--- config.mk ---
export PLATFORM = sky130hd
export DESIGN_NAME = read_master_port_flat
export DESIGN_NICKNAME = d
export VERILOG_FILES = /design/src/rtl/read_if_pkg.sv /design/src/rtl/read_master_port_if.sv /design/src/rtl/id_alloc.sv /design/src/rtl/read_master_port.sv /design/src/flat_wrapper.sv
export SDC_FILE = /design/constraint.sdc
export NUM_CORES = 1
export LEC_CHECK = 0
export ABC_AREA = 0
export CORE_MARGIN = 2
export CORE_UTILIZATION = 39
export CTS_BUF_LIST = sky130_fd_sc_hd__clkbuf_2
export CTS_CLUSTER_SIZE = 30
export DETAILED_ROUTE_END_ITERATION = 16
export PLACE_DENSITY = 0.89
export SLEW_MARGIN = 20
export SYNTH_ARGS = -nofsm -noshare
export SYNTH_HDL_FRONTEND = slang
export SYNTH_SLANG_ARGS = --single-unit
--- constraint.sdc ---
create_clock -name clk -period 3.2 [get_ports clk]
set_clock_uncertainty 0.15 [all_clocks]
set_input_delay 0.8 -clock clk [delete_from_list [all_inputs] [get_ports clk]]
set_output_delay 0.8 -clock clk [all_outputs]
set_load 0.05 [all_outputs]
--- src/rtl/read_if_pkg.sv ---
`default_nettype none
// ============================================================================
// read_if_pkg : shared read-side types and ID helpers for masters/arbiter/xbar
// Revision    : 1.0
// ============================================================================
package read_if_pkg;

   typedef enum logic [1:0] {
      ST_IDLE = 2'd0,
      ST_REQ  = 2'd1,
      ST_DROP = 2'd2
   } rm_state_t;

   // Field widths are clamped to at least one bit so single-entry configs still elaborate
   function automatic int calc_iw(input int n);
      return (n > 1) ? $clog2(n) : 1;
   endfunction

   function automatic int calc_mw(input int m);
      return (m > 1) ? $clog2(m) : 1;
   endfunction

   function automatic logic id_is_master(input logic [31:0] id, input int iw, input int master);
      return (id >> iw) == $unsigned(master);
   endfunction

   function automatic logic [31:0] id_trans(input logic [31:0] id, input int iw);
      return id & ((32'd1 << iw) - 32'd1);
   endfunction

   function automatic logic [31:0] id_make(input int master, input logic [31:0] trans, input int iw);
      return ($unsigned(master) << iw) | trans;
   endfunction

endpackage
`default_nettype wire

--- src/rtl/read_master_port_if.sv ---
`default_nettype none
// ============================================================================
// read_master_port_if : local request/response plus AR/R channel bundle
// Revision            : 1.0
// ============================================================================
interface read_master_port_if
   import read_if_pkg::*;
#(
   parameter int M                     = 2,
   parameter int NUM_OUTSTANDING_TRANS = 2,
   parameter int ADDR_WIDTH            = 32,
   parameter int DATA_WIDTH            = 32
);
   localparam int c_mw = calc_mw(M);
   localparam int c_iw = calc_iw(NUM_OUTSTANDING_TRANS);

   logic                   req_valid;
   logic [ADDR_WIDTH-1:0]  req_addr;
   logic                   req_ready;
   logic                   AR_request;
   logic [ADDR_WIDTH-1:0]  AR_addr;
   logic [c_iw-1:0]        AR_id;
   logic                   AR_grant;
   logic                   ARVALID;
   logic [ADDR_WIDTH-1:0]  ARADDR;
   logic [c_mw+c_iw-1:0]   ARID;
   logic                   ARREADY;
   logic                   RVALID;
   logic [DATA_WIDTH-1:0]  RDATA;
   logic [c_mw+c_iw-1:0]   RID;
   logic                   RLAST;
   logic                   RREADY;
   logic                   rsp_valid;
   logic [DATA_WIDTH-1:0]  rsp_data;
   logic [c_iw-1:0]        rsp_id;
   logic                   rsp_last;
   logic                   rsp_ready;
   logic                   rsp_err;

   modport master (
      input  req_valid, req_addr, AR_grant, ARREADY, RVALID, RDATA, RID, RLAST, rsp_ready,
      output req_ready, AR_request, AR_addr, AR_id, ARVALID, ARADDR, ARID, RREADY,
             rsp_valid, rsp_data, rsp_id, rsp_last, rsp_err
   );

   modport slave (
      output req_valid, req_addr, AR_grant, ARREADY, RVALID, RDATA, RID, RLAST, rsp_ready,
      input  req_ready, AR_request, AR_addr, AR_id, ARVALID, ARADDR, ARID, RREADY,
             rsp_valid, rsp_data, rsp_id, rsp_last, rsp_err
   );

endinterface
`default_nettype wire

--- src/rtl/id_alloc.sv ---
`default_nettype none
// ============================================================================
// id_alloc : outstanding-ID busy vector with lowest-free-first allocation
// Revision : 1.0
// ============================================================================
module id_alloc #(
   parameter int N  = 2,
   parameter int IW = 1
) (
   input  wire logic          clk,
   input  wire logic          clr,
   input  wire logic          i_alloc,
   input  wire logic          i_rel,
   input  wire logic [IW-1:0] i_rel_id,
   output logic [IW-1:0]      o_alloc_id,
   output logic               o_any_free,
   output logic [N-1:0]       o_busy
);
   localparam logic [N-1:0] c_one = {{(N-1){1'b0}}, 1'b1};

   logic [N-1:0]  r_busy;
   logic [N-1:0]  w_alloc_mask;
   logic [N-1:0]  w_rel_mask;
   logic [IW-1:0] w_free_id;
   logic          w_any_free;

   // Descending scan so the last hit, the lowest free index, wins
   always_comb begin
      w_free_id  = '0;
      w_any_free = 1'b0;
      for (int i = N - 1; i >= 0; i--) begin
         if (!r_busy[i]) begin
            w_free_id  = IW'(i);
            w_any_free = 1'b1;
         end
      end
   end

   assign w_alloc_mask = i_alloc ? (c_one << w_free_id) : '0;
   assign w_rel_mask   = i_rel   ? (c_one << i_rel_id)  : '0;

   always_ff @(posedge clk or posedge clr) begin
      if (clr) begin
         r_busy <= '0;
      end else begin
         r_busy <= (r_busy | w_alloc_mask) & ~w_rel_mask;
      end
   end

   assign o_alloc_id = w_free_id;
   assign o_any_free = w_any_free;
   assign o_busy     = r_busy;

endmodule
`default_nettype wire

--- src/rtl/read_master_port.sv ---
`default_nettype none
// ============================================================================
// read_master_port : per-master read front end (ID alloc, AR request, R capture)
// Revision         : 1.0
// ============================================================================
module read_master_port
   import read_if_pkg::*;
#(
   parameter int M                     = 2,
   parameter int MASTER_ID             = 0,
   parameter int NUM_OUTSTANDING_TRANS = 2,
   parameter int ADDR_WIDTH            = 32,
   parameter int DATA_WIDTH            = 32
) (
   input  wire logic          clk,
   input  wire logic          clr,
   read_master_port_if.master bus
);
   localparam int c_mw = calc_mw(M);
   localparam int c_iw = calc_iw(NUM_OUTSTANDING_TRANS);
   localparam int c_n  = NUM_OUTSTANDING_TRANS;
   localparam logic [c_mw-1:0] c_master = MASTER_ID[c_mw-1:0];

   rm_state_t             r_state;
   rm_state_t             w_state_next;
   logic [ADDR_WIDTH-1:0] r_addr;
   logic [c_iw-1:0]       r_id;
   logic                  w_req_ready;
   logic                  w_ar_request;
   logic                  w_arvalid;
   logic                  w_accept;

   logic [c_iw-1:0]       w_alloc_id;
   logic                  w_any_free;
   logic [c_n-1:0]        w_busy;
   logic [(1<<c_iw)-1:0]  w_busy_ext;

   logic                  r_rsp_valid;
   logic [DATA_WIDTH-1:0] r_rsp_data;
   logic [c_iw-1:0]       r_rsp_id;
   logic                  r_rsp_last;
   logic                  r_rsp_err;
   logic                  w_rready;
   logic                  w_rid_mine;
   logic [c_iw-1:0]       w_rid_trans;
   logic                  w_beat_fire;
   logic                  w_beat_ok;
   logic                  w_release;

   assign w_accept = bus.req_valid && w_req_ready;

   id_alloc #(
      .N  (c_n),
      .IW (c_iw)
   ) u_id_alloc (
      .clk        (clk),
      .clr        (clr),
      .i_alloc    (w_accept),
      .i_rel      (w_release),
      .i_rel_id   (w_rid_trans),
      .o_alloc_id (w_alloc_id),
      .o_any_free (w_any_free),
      .o_busy     (w_busy)
   );

   // Non power-of-two ID counts: unused ID codes read as never busy
   generate
      if ((1 << c_iw) == c_n) begin : g_busy_exact
         assign w_busy_ext = w_busy;
      end else begin : g_busy_pad
         assign w_busy_ext = {{((1 << c_iw) - c_n){1'b0}}, w_busy};
      end
   endgenerate

   always_ff @(posedge clk or posedge clr) begin
      if (clr) begin
         r_state <= ST_IDLE;
      end else begin
         r_state <= w_state_next;
      end
   end

   always_comb begin
      w_state_next = r_state;
      case (r_state)
         ST_IDLE: if (w_accept) w_state_next = ST_REQ;
         ST_REQ:  if (bus.AR_grant && bus.ARREADY) w_state_next = ST_DROP;
         ST_DROP: w_state_next = ST_IDLE;
         default: w_state_next = ST_IDLE;
      endcase
   end

   // DROP deasserts the request for one cycle so the arbiter re-arbitrates
   always_comb begin
      w_req_ready  = 1'b0;
      w_ar_request = 1'b0;
      w_arvalid    = 1'b0;
      case (r_state)
         ST_IDLE: w_req_ready = w_any_free;
         ST_REQ: begin
            w_ar_request = 1'b1;
            w_arvalid    = bus.AR_grant;
         end
         default: ;
      endcase
   end

   always_ff @(posedge clk or posedge clr) begin
      if (clr) begin
         r_addr <= '0;
         r_id   <= '0;
      end else if (w_accept) begin
         r_addr <= bus.req_addr;
         r_id   <= w_alloc_id;
      end
   end

   assign w_rready    = !r_rsp_valid || bus.rsp_ready;
   assign w_rid_mine  = id_is_master(32'(bus.RID), c_iw, MASTER_ID);
   assign w_rid_trans = bus.RID[c_iw-1:0];
   assign w_beat_fire = bus.RVALID && w_rready;
   assign w_beat_ok   = w_beat_fire && w_rid_mine && w_busy_ext[w_rid_trans];
   assign w_release   = w_beat_ok && bus.RLAST;

   always_ff @(posedge clk or posedge clr) begin
      if (clr) begin
         r_rsp_valid <= 1'b0;
         r_rsp_data  <= '0;
         r_rsp_id    <= '0;
         r_rsp_last  <= 1'b0;
         r_rsp_err   <= 1'b0;
      end else begin
         r_rsp_err <= w_beat_fire && !w_beat_ok;
         if (w_beat_ok) begin
            r_rsp_valid <= 1'b1;
            r_rsp_data  <= bus.RDATA;
            r_rsp_id    <= w_rid_trans;
            r_rsp_last  <= bus.RLAST;
         end else if (bus.rsp_ready) begin
            r_rsp_valid <= 1'b0;
         end
      end
   end

   assign bus.req_ready  = w_req_ready;
   assign bus.AR_request = w_ar_request;
   assign bus.AR_addr    = r_addr;
   assign bus.AR_id      = r_id;
   assign bus.ARVALID    = w_arvalid;
   assign bus.ARADDR     = r_addr;
   assign bus.ARID       = {c_master, r_id};
   assign bus.RREADY     = w_rready;
   assign bus.rsp_valid  = r_rsp_valid;
   assign bus.rsp_data   = r_rsp_data;
   assign bus.rsp_id     = r_rsp_id;
   assign bus.rsp_last   = r_rsp_last;
   assign bus.rsp_err    = r_rsp_err;

endmodule
`default_nettype wire

--- src/flat_wrapper.sv ---
// flat-port wrapper written by rule: the top's interface ports become plain ports
module read_master_port_flat import read_if_pkg::*;
#(
   parameter int M                     = 2,
   parameter int MASTER_ID             = 0,
   parameter int NUM_OUTSTANDING_TRANS = 2,
   parameter int ADDR_WIDTH            = 32,
   parameter int DATA_WIDTH            = 32
)
  (clk, clr, bus_req_valid, bus_req_addr, bus_AR_grant, bus_ARREADY, bus_RVALID, bus_RDATA, bus_RID, bus_RLAST, bus_rsp_ready, bus_req_ready, bus_AR_request, bus_AR_addr, bus_AR_id, bus_ARVALID, bus_ARADDR, bus_ARID, bus_RREADY, bus_rsp_valid, bus_rsp_data, bus_rsp_id, bus_rsp_last, bus_rsp_err);
  read_master_port_if #(.M(M), .NUM_OUTSTANDING_TRANS(NUM_OUTSTANDING_TRANS), .ADDR_WIDTH(ADDR_WIDTH), .DATA_WIDTH(DATA_WIDTH)) bus_i ();
  input  wire logic clk;
  input  wire logic clr;
  input wire logic [$bits(bus_i.req_valid)-1:0] bus_req_valid;
  input wire logic [$bits(bus_i.req_addr)-1:0] bus_req_addr;
  input wire logic [$bits(bus_i.AR_grant)-1:0] bus_AR_grant;
  input wire logic [$bits(bus_i.ARREADY)-1:0] bus_ARREADY;
  input wire logic [$bits(bus_i.RVALID)-1:0] bus_RVALID;
  input wire logic [$bits(bus_i.RDATA)-1:0] bus_RDATA;
  input wire logic [$bits(bus_i.RID)-1:0] bus_RID;
  input wire logic [$bits(bus_i.RLAST)-1:0] bus_RLAST;
  input wire logic [$bits(bus_i.rsp_ready)-1:0] bus_rsp_ready;
  output wire logic [$bits(bus_i.req_ready)-1:0] bus_req_ready;
  output wire logic [$bits(bus_i.AR_request)-1:0] bus_AR_request;
  output wire logic [$bits(bus_i.AR_addr)-1:0] bus_AR_addr;
  output wire logic [$bits(bus_i.AR_id)-1:0] bus_AR_id;
  output wire logic [$bits(bus_i.ARVALID)-1:0] bus_ARVALID;
  output wire logic [$bits(bus_i.ARADDR)-1:0] bus_ARADDR;
  output wire logic [$bits(bus_i.ARID)-1:0] bus_ARID;
  output wire logic [$bits(bus_i.RREADY)-1:0] bus_RREADY;
  output wire logic [$bits(bus_i.rsp_valid)-1:0] bus_rsp_valid;
  output wire logic [$bits(bus_i.rsp_data)-1:0] bus_rsp_data;
  output wire logic [$bits(bus_i.rsp_id)-1:0] bus_rsp_id;
  output wire logic [$bits(bus_i.rsp_last)-1:0] bus_rsp_last;
  output wire logic [$bits(bus_i.rsp_err)-1:0] bus_rsp_err;
  assign bus_i.req_valid = bus_req_valid;
  assign bus_i.req_addr = bus_req_addr;
  assign bus_i.AR_grant = bus_AR_grant;
  assign bus_i.ARREADY = bus_ARREADY;
  assign bus_i.RVALID = bus_RVALID;
  assign bus_i.RDATA = bus_RDATA;
  assign bus_i.RID = bus_RID;
  assign bus_i.RLAST = bus_RLAST;
  assign bus_i.rsp_ready = bus_rsp_ready;
  assign bus_req_ready = bus_i.req_ready;
  assign bus_AR_request = bus_i.AR_request;
  assign bus_AR_addr = bus_i.AR_addr;
  assign bus_AR_id = bus_i.AR_id;
  assign bus_ARVALID = bus_i.ARVALID;
  assign bus_ARADDR = bus_i.ARADDR;
  assign bus_ARID = bus_i.ARID;
  assign bus_RREADY = bus_i.RREADY;
  assign bus_rsp_valid = bus_i.rsp_valid;
  assign bus_rsp_data = bus_i.rsp_data;
  assign bus_rsp_id = bus_i.rsp_id;
  assign bus_rsp_last = bus_i.rsp_last;
  assign bus_rsp_err = bus_i.rsp_err;
  read_master_port #(.M(M), .MASTER_ID(MASTER_ID), .NUM_OUTSTANDING_TRANS(NUM_OUTSTANDING_TRANS), .ADDR_WIDTH(ADDR_WIDTH), .DATA_WIDTH(DATA_WIDTH)) u_core (.clk(clk), .clr(clr), .bus(bus_i));
endmodule
==> results of run 1 <==
## layout by cell type (no fill, tap or decap)
master / n
nor2_1: 2
buf_4: 5
inv_2: 1
nand2_2: 1
o21ai_0: 2
bufinv_16: 2
conb_1: 1
clkbuf_2: 12
o31ai_1: 1
mux2i_1: 1
clkdlybuf4s50_1: 177
clkinv_4: 2
o211a_1: 1
nand2b_1: 1
nor2b_1: 2
buf_12: 1
a211oi_2: 1
a32oi_1: 1
and3_1: 1
inv_1: 2
mux2_2: 66
a2bb2oi_1: 1
nand2_1: 4
dfrtp_1: 73
nor3_4: 1
and2_1: 1
## per-layer routing
layer / GRT usage (%) / vias up / wire length, um / part of all wire (%)
met2: 29.1 / 116 / 3560 / 51
met3: 5.37 / 8 / 740 / 11
met5: 0 / - / 0 / 0
met4: 6.34 / 0 / 78 / 1.1
met1: 19.5 / 1043 / 2620 / 37
li1: - / 975 / - / -
## registers in the layout, indices dropped and copies added, names as in the netlist
signal                    count
u_core.bus.rsp_err            1
u_core.u_id_alloc.o_busy      2
u_core.bus.rsp_id             1
u_core.bus.AR_id              1
u_core.bus.rsp_last           1
u_core.bus.rsp_data          32
u_core.bus.rsp_valid          1
u_core.r_state                2
u_core.bus.ARADDR            32
## cell type report
| class | count | area [um2] |
|---|---|---|
| clock buffer | 12 | 60.1 |
| clock inverter | 4 | 77.6 |
| fill | 598 | 2820 |
| inverter | 3 | 11.3 |
| multi-input combinational | 88 | 891 |
| sequential | 73 | 1830 |
| tap | 102 | 128 |
| timing repair buffer | 183 | 1830 |
## kinds of logic (layout without fill, tap and decap cells)
kind of cell	count (synthesis)	in the layout	share of synthesized area, %
compound gates	7	7	1.88
buf+inv	43	202	11.0
flops	73	73	59.8
mux	67	67	24.7
other cells	1	1	0.123
simple gates	13	13	2.50
## through the flow
stage / setup slack, ps / utilization, % / hold WS, ps
floorplan: 397 / - / 358
global placement: 427 / 61.3 / 339
detailed placement: 395 / 61.3 / 345
CTS: 126 / 63.1 / 387
global route: 106 / 63.1 / 397
finish: 194 / 63.1 / 381
## worst min-delay path by stage
stage	startpoint	end	slack [ps]	cells after the start
after CTS	u_core.bus.rsp_data[14]$_DFFE_PP0P_	u_core.bus.rsp_data[14]$_DFFE_PP0P_	390	1
after global placement	u_core.bus.rsp_data[8]$_DFFE_PP0P_	u_core.bus.rsp_data[8]$_DFFE_PP0P_	340	1
after global routing	u_core.bus.rsp_data[25]$_DFFE_PP0P_	u_core.bus.rsp_data[25]$_DFFE_PP0P_	400	1
after floorplan	u_core.u_id_alloc.o_busy[1]$_DFF_PP0_	u_core.u_id_alloc.o_busy[1]$_DFF_PP0_	360	2
final	u_core.bus.rsp_data[14]$_DFFE_PP0P_	u_core.bus.rsp_data[14]$_DFFE_PP0P_	380	1
after detailed placement	u_core.bus.rsp_data[25]$_DFFE_PP0P_	u_core.bus.rsp_data[25]$_DFFE_PP0P_	350	1
==> results list, run 1 <==
* Reported max-cap violation count: 0
- The startpoint identified for the worst register-to-register timing path is u_core.u_id_alloc.o_busy[1]$_DFF_PP0_.
* Pin count of the biggest net entering global routing: 38
- Most used flip-flop cell after synthesis: dfrtp_1
- Setup Viol. Count Final: 0
- Counting every instance in the synthesized netlist gives 204.
* Number of placed cells counting well taps: 449
- The critical path is of the register to output port type.
* Most frequent cells after synthesis: 73 x dfrtp_1, 66 x mux2_2, 34 x buf_4, 5 x buf_6, 4 x nand2_1
- The final layout contains routed wiring with a total length of 7000 um.
- The first global-routing pass estimated 11,200 um of wire.
* Maximum clock frequency: 0.333 GHz
- Post-CTS timing repair inserted 0 buffers for setup.
- In this run the cell area of the synthesized design comes to 0.00305 mm2.
- After routing, the total negative slack on setup checks comes to 0 ps.
- Cell-by-cell trace of the critical path: a211oi_2 -> clkdlybuf4s50_1
- Async set-reset flop share out of synthesis: 100%
- In this run the core area contains 32 standard-cell rows.
- STA puts the critical path data arrival time at 2060 ps.
- Cell count along the critical path: 2
* Share of layout cells above drive strength 1: 25.3%
* Overall via count from detail_route: 2,142
* Most common cell in the synthesized netlist: dfrtp_1
- Hold Crit Class: register to register
- The Yosys step of the flow raised 0 warnings.
- Initial antenna violation count: 0
- A synthesized cell averages 15.0 um2.
* Fin area: 0.00482 mm2
* Clock buffer count from CTS: 9
* CTS root buf: clkbuf_2
- Buffers placed on the I/O ports in this run total 179.
* Depth of the worst register-to-register path: 3
- CTS tree: yes
* Highest cell delay on the worst timing path: 870 ps
* Critical Path Slowest Stage Cell: clkdlybuf4s50_1
- Count of cells resized by post-cts repair: 0
- Following the worst setup path forward leads to its endpoint at bus_req_ready.
- Family of cells with the greatest summed delay on the critical path: buffers and inverters
- Measured along the y axis, the die boundary spans 92.5 um.
- Fraction of the cycle the final worst path needs: 94.0%
* Number of nets at the end of the flow: 432
* Critical Path Sink Type: output port
- The total area inside the core boundary comes to 0.00765 mm2.
- STA classifies the critical path startpoint as a register.
- After synthesis, the netlist uses 22 different library cells.
- After detailed placement, the total cell area comes to 0.00469 mm2.
- Number of enable-type register cells in the synthesized netlist: 0
- Net count after synthesis: 278
* Pre-antenna DRT Iters: 4
- After detailed routing, the number of vias per cell comes to 4.61.
- Setup repair after global routing missed its margin: false
- Share of Yosys cell area claimed by the top area cell type: 59.8%
- The H-tree generated during clock tree synthesis spans 3 levels.
- Count of unresolved DRC violations after routing: 0
* Final GP Congestion: 0.711
* Half-perimeter wire length of the detailed placement result: 5420 um
* Sink Count: 73
- Worst setup path startpoint: u_core.u_id_alloc.o_busy[1]$_DFF_PP0_
- Max Transition Viols Final: 0
- # hold bufs at CTS: 0
* CP required: 2250 ps
- During I/O placement, the number of pins put on the boundary was 181.
- Number of buffers on the longest clock path: 2
* Horizontal die dimension: 92.5 um
* Count of nets left with antenna violations after detail routing: 0
- The setup check on the worst reg-to-reg path leaves a slack of 1210 ps.
- At the pin with the least slew margin, the transition time is 822 ps.
* Routed len/inst: 15.1 um
- Synthesis inferred 73 register bits.
- Most area-hungry cell type in the Yosys netlist: dfrtp_1
- Vias in the first global route: 2,233
- For this configuration, the core starts out at a cell density of 39.9%.
- Clock transition time at the flip-flop clock pins of the worst setup and hold paths: 190 ps
- In this run the tightest slew margin relative to its limit is 45.0%.
- Number of hold violations in the final report: 0
- The die covers 0.00856 mm2.
- In this run the worst path has a maximum fanout of 3.
- Final std cells w/o fill: 465
- Total track usage: 16.8%
- Relative to the synthesized area, the layout overhead comes to 57.9%.
- The run finished with clean final reports.
- Sequential cells were found to cover 59.8% of the synthesized design area.
- The total overflow left after global routing is 0.
- Initial DRC count: 22
* Skew-Pair Late Insertion Delay: 460 ps
* Buffers & Inverters on Critical Path: 1
* Cell types with the largest area share after synthesis: dfrtp_1 60%, mux2_2 24%, buf_4 8.4%
- 0 antenna diodes ended up in the layout.
- Endpoint of the worst-slack reg-to-reg timing path: u_core.bus.ARADDR[2]$_DFFE_PP0P_
- The routed design could run at a clock period as short as 3010 ps.
Power of run 1 is left out: the tool's default activity adds up to more than one toggle a clock period on the data nets, which glitch-free logic cannot reach.
==> run 2, diff against run 1 <==
- ABC_CLOCK_PERIOD_IN_PS: not set -> 3200
- CORE_MARGIN: 2 -> 4
==> run 2 against run 1 <==
Clock-buffer cell count fell by 2. Largest cell class is now flip-flops and latches. Critical endpoint unchanged. Worst setup slack got worse by 63 ps. Hold slack better by 1.3 ps. Highest routed layer unchanged.
==> results list, run 2 (synthesized netlist as in run 1, its figures left out) <==
* Routed len/inst: 16.4 um
- Pin count of the biggest net entering global routing: 51
- The final layout contains routed wiring with a total length of 7580 um.
- The library cell used most frequently in the layout, excluding fill and tap cells, is clkdlybuf4s50_1.
- For the final routed database, the setup TNS stands at 0 ps.
- For this configuration, the core starts out at a cell density of 39.7%.
* # hold bufs at CTS: 0
* Family of cells with the greatest summed delay on the critical path: buffers and inverters
* Reported max-cap violation count: 0
- H-tree depth: 3
- Total inserted antenna cells: 0
* Setup repair after global routing missed its margin: false
- Post-CTS timing repair inserted 0 buffers for setup.
- The detail route stage leaves a number of antenna-violating nets equal to 0.
- Fraction of the cycle the final worst path needs: 95.9%
- Clock buffer count from CTS: 9
* Half-perimeter wire length of the detailed placement result: 5880 um
- The via count of the first global-routing pass is 2,351.
* Number of buffers on the longest clock path: 2
- The first global-routing pass estimated 11,300 um of wire.
* CTS root buf: clkbuf_2
- Along the worst hold path, the cell count comes to 1.
- Hold Crit Class: register to register
- The worst setup path is of the register to output port kind.
* CP required: 2250 ps
* Critical Path Slowest Stage Cell: clkdlybuf4s50_1
- For this design, the sink count on the clock tree is 73.
- The number of hold violations in the final report was 0.
- For this run, design rule violations remaining after detail routing come to 0.
- The initial antenna violation count was 0.
- Worst path arrival time: 2120 ps
* Pre-antenna DRT Iters: 4
* Buffers & Inverters on Critical Path: 1
- Critical-path maximum fanout: 3
- Depth of the worst register-to-register path: 3
- In this design, the stage delay of the slowest critical-path cell is 860 ps.
* Final critical-path required period: 3070 ps
- In this run the horizontal extent of the chip is 96.5 um.
* Skew-Pair Late Insertion Delay: 480 ps
- The floorplan has 32 rows.
- At the pin with the least slew margin, the transition time is 804 ps.
* Cell count along the critical path: 2
- Count of cells resized by post-cts repair: 0
* Layout Area Growth over Synthesis: 58.5%
- Number of nets at the end of the flow: 430
- Outcome: completed
- Using the TritonRoute via totals, the vias-per-cell ratio works out to 4.59.
- Share of layout cells above drive strength 1: 24.7%
- Die outline area: 0.00931 mm2
- After global routing the overflow that remains totals 0.
- Top library cells by usage in the layout, fill and taps aside: 177 x clkdlybuf4s50_1, 73 x dfrtp_1, 66 x mux2_2, 10 x clkbuf_2, 4 x nand2_1
- After floorplanning, the core was sized to cover 0.00769 mm2.
- Total track usage: 16.2%
- Remaining max-slew budget at the tightest pin: 46.2%
- Overall via count from detail_route: 2,123
- Kind of start point of the critical path: register
- 181 I/O pins were placed.
- Die Ht: 96.5 um
- CTS tree: yes
- Final GP Congestion: 0.763
* Critical Path Sink Type: output port
- After the first detailed-routing iteration, the DRC count stood at 26.
- Setup Viol. Count Final: 0
* Maximum clock frequency: 0.326 GHz
- Traced cell by cell, the critical path runs through a211oi_2 -> clkdlybuf4s50_1.
- Port Buffer Count: 179
- The number of slew-limit violations in the final report was 0.
- Clock transition time at the flip-flop clock pins of the worst setup and hold paths: 190 ps
## run 2: worst paths after layout
kind,end,slack (ps),startpoint
max,bus_req_ready,130,u_core.u_id_alloc.o_busy[1]$_DFF_PP0_
min,u_core.bus.rsp_data[23]$_DFFE_PP0P_,380,u_core.bus.rsp_data[23]$_DFFE_PP0P_
max reg2reg,u_core.bus.ARADDR[1]$_DFFE_PP0P_,1180,u_core.u_id_alloc.o_busy[1]$_DFF_PP0_
min reg2reg,u_core.bus.rsp_data[23]$_DFFE_PP0P_,380,u_core.bus.rsp_data[23]$_DFFE_PP0P_
max in group asynchronous,u_core.bus.ARADDR[29]$_DFFE_PP0P_,1730,clr
min in group asynchronous,u_core.bus.ARADDR[12]$_DFFE_PP0P_,500,clr
## run 2: area by class of cell
| cell class | count | area [um2] |
|---|---|---|
| Fill cell | 626 | 2850 |
| Sequential cell | 73 | 1830 |
| Timing Repair Buffer | 181 | 1830 |
| Multi-Input combinational cell | 88 | 891 |
| Tap cell | 102 | 128 |
| Clock inverter | 6 | 106 |
| Clock buffer | 10 | 50.0 |
| Inverter | 3 | 11.3 |
## run 2: worst reg2reg max path, cell delays in order (launching register included)
cell and delay (ps):
dfrtp_1 480, a211oi_2 310, nand2_2 510, mux2_2 480
## run 2: per-stage QoR
stage	worst slack [ps]	hold slack, ps	cells	utilization, %	area [um2]
global route	40.4	408	463	63.0	4840
finish	131	382	463	63.0	4840
CTS	62.2	386	463	63.0	4840
global placement	420	340	447	60.9	4680
floorplan	397	358	204	-	3050
detailed placement	391	345	447	60.9	4680
## run 2: per-layer routing
layer	wire [um]	share of wire (%)	GRT usage, %	vias up
li1	-	-	-	969
met1	2630	35	15.8	1035
met2	4060	54	30.2	104
met3	727	9.6	6.12	15
met4	166	2.2	7.01	0
met5	0	0	0	-
Power of run 2 is left out for the same reason.
==> run 3, diff against run 2 <==
- CAP_MARGIN: not set -> 20
==> results of run 3 <==
Final layout, timing and power as in run 2 (identical DEF).
Power of run 3 is left out for the same reason.
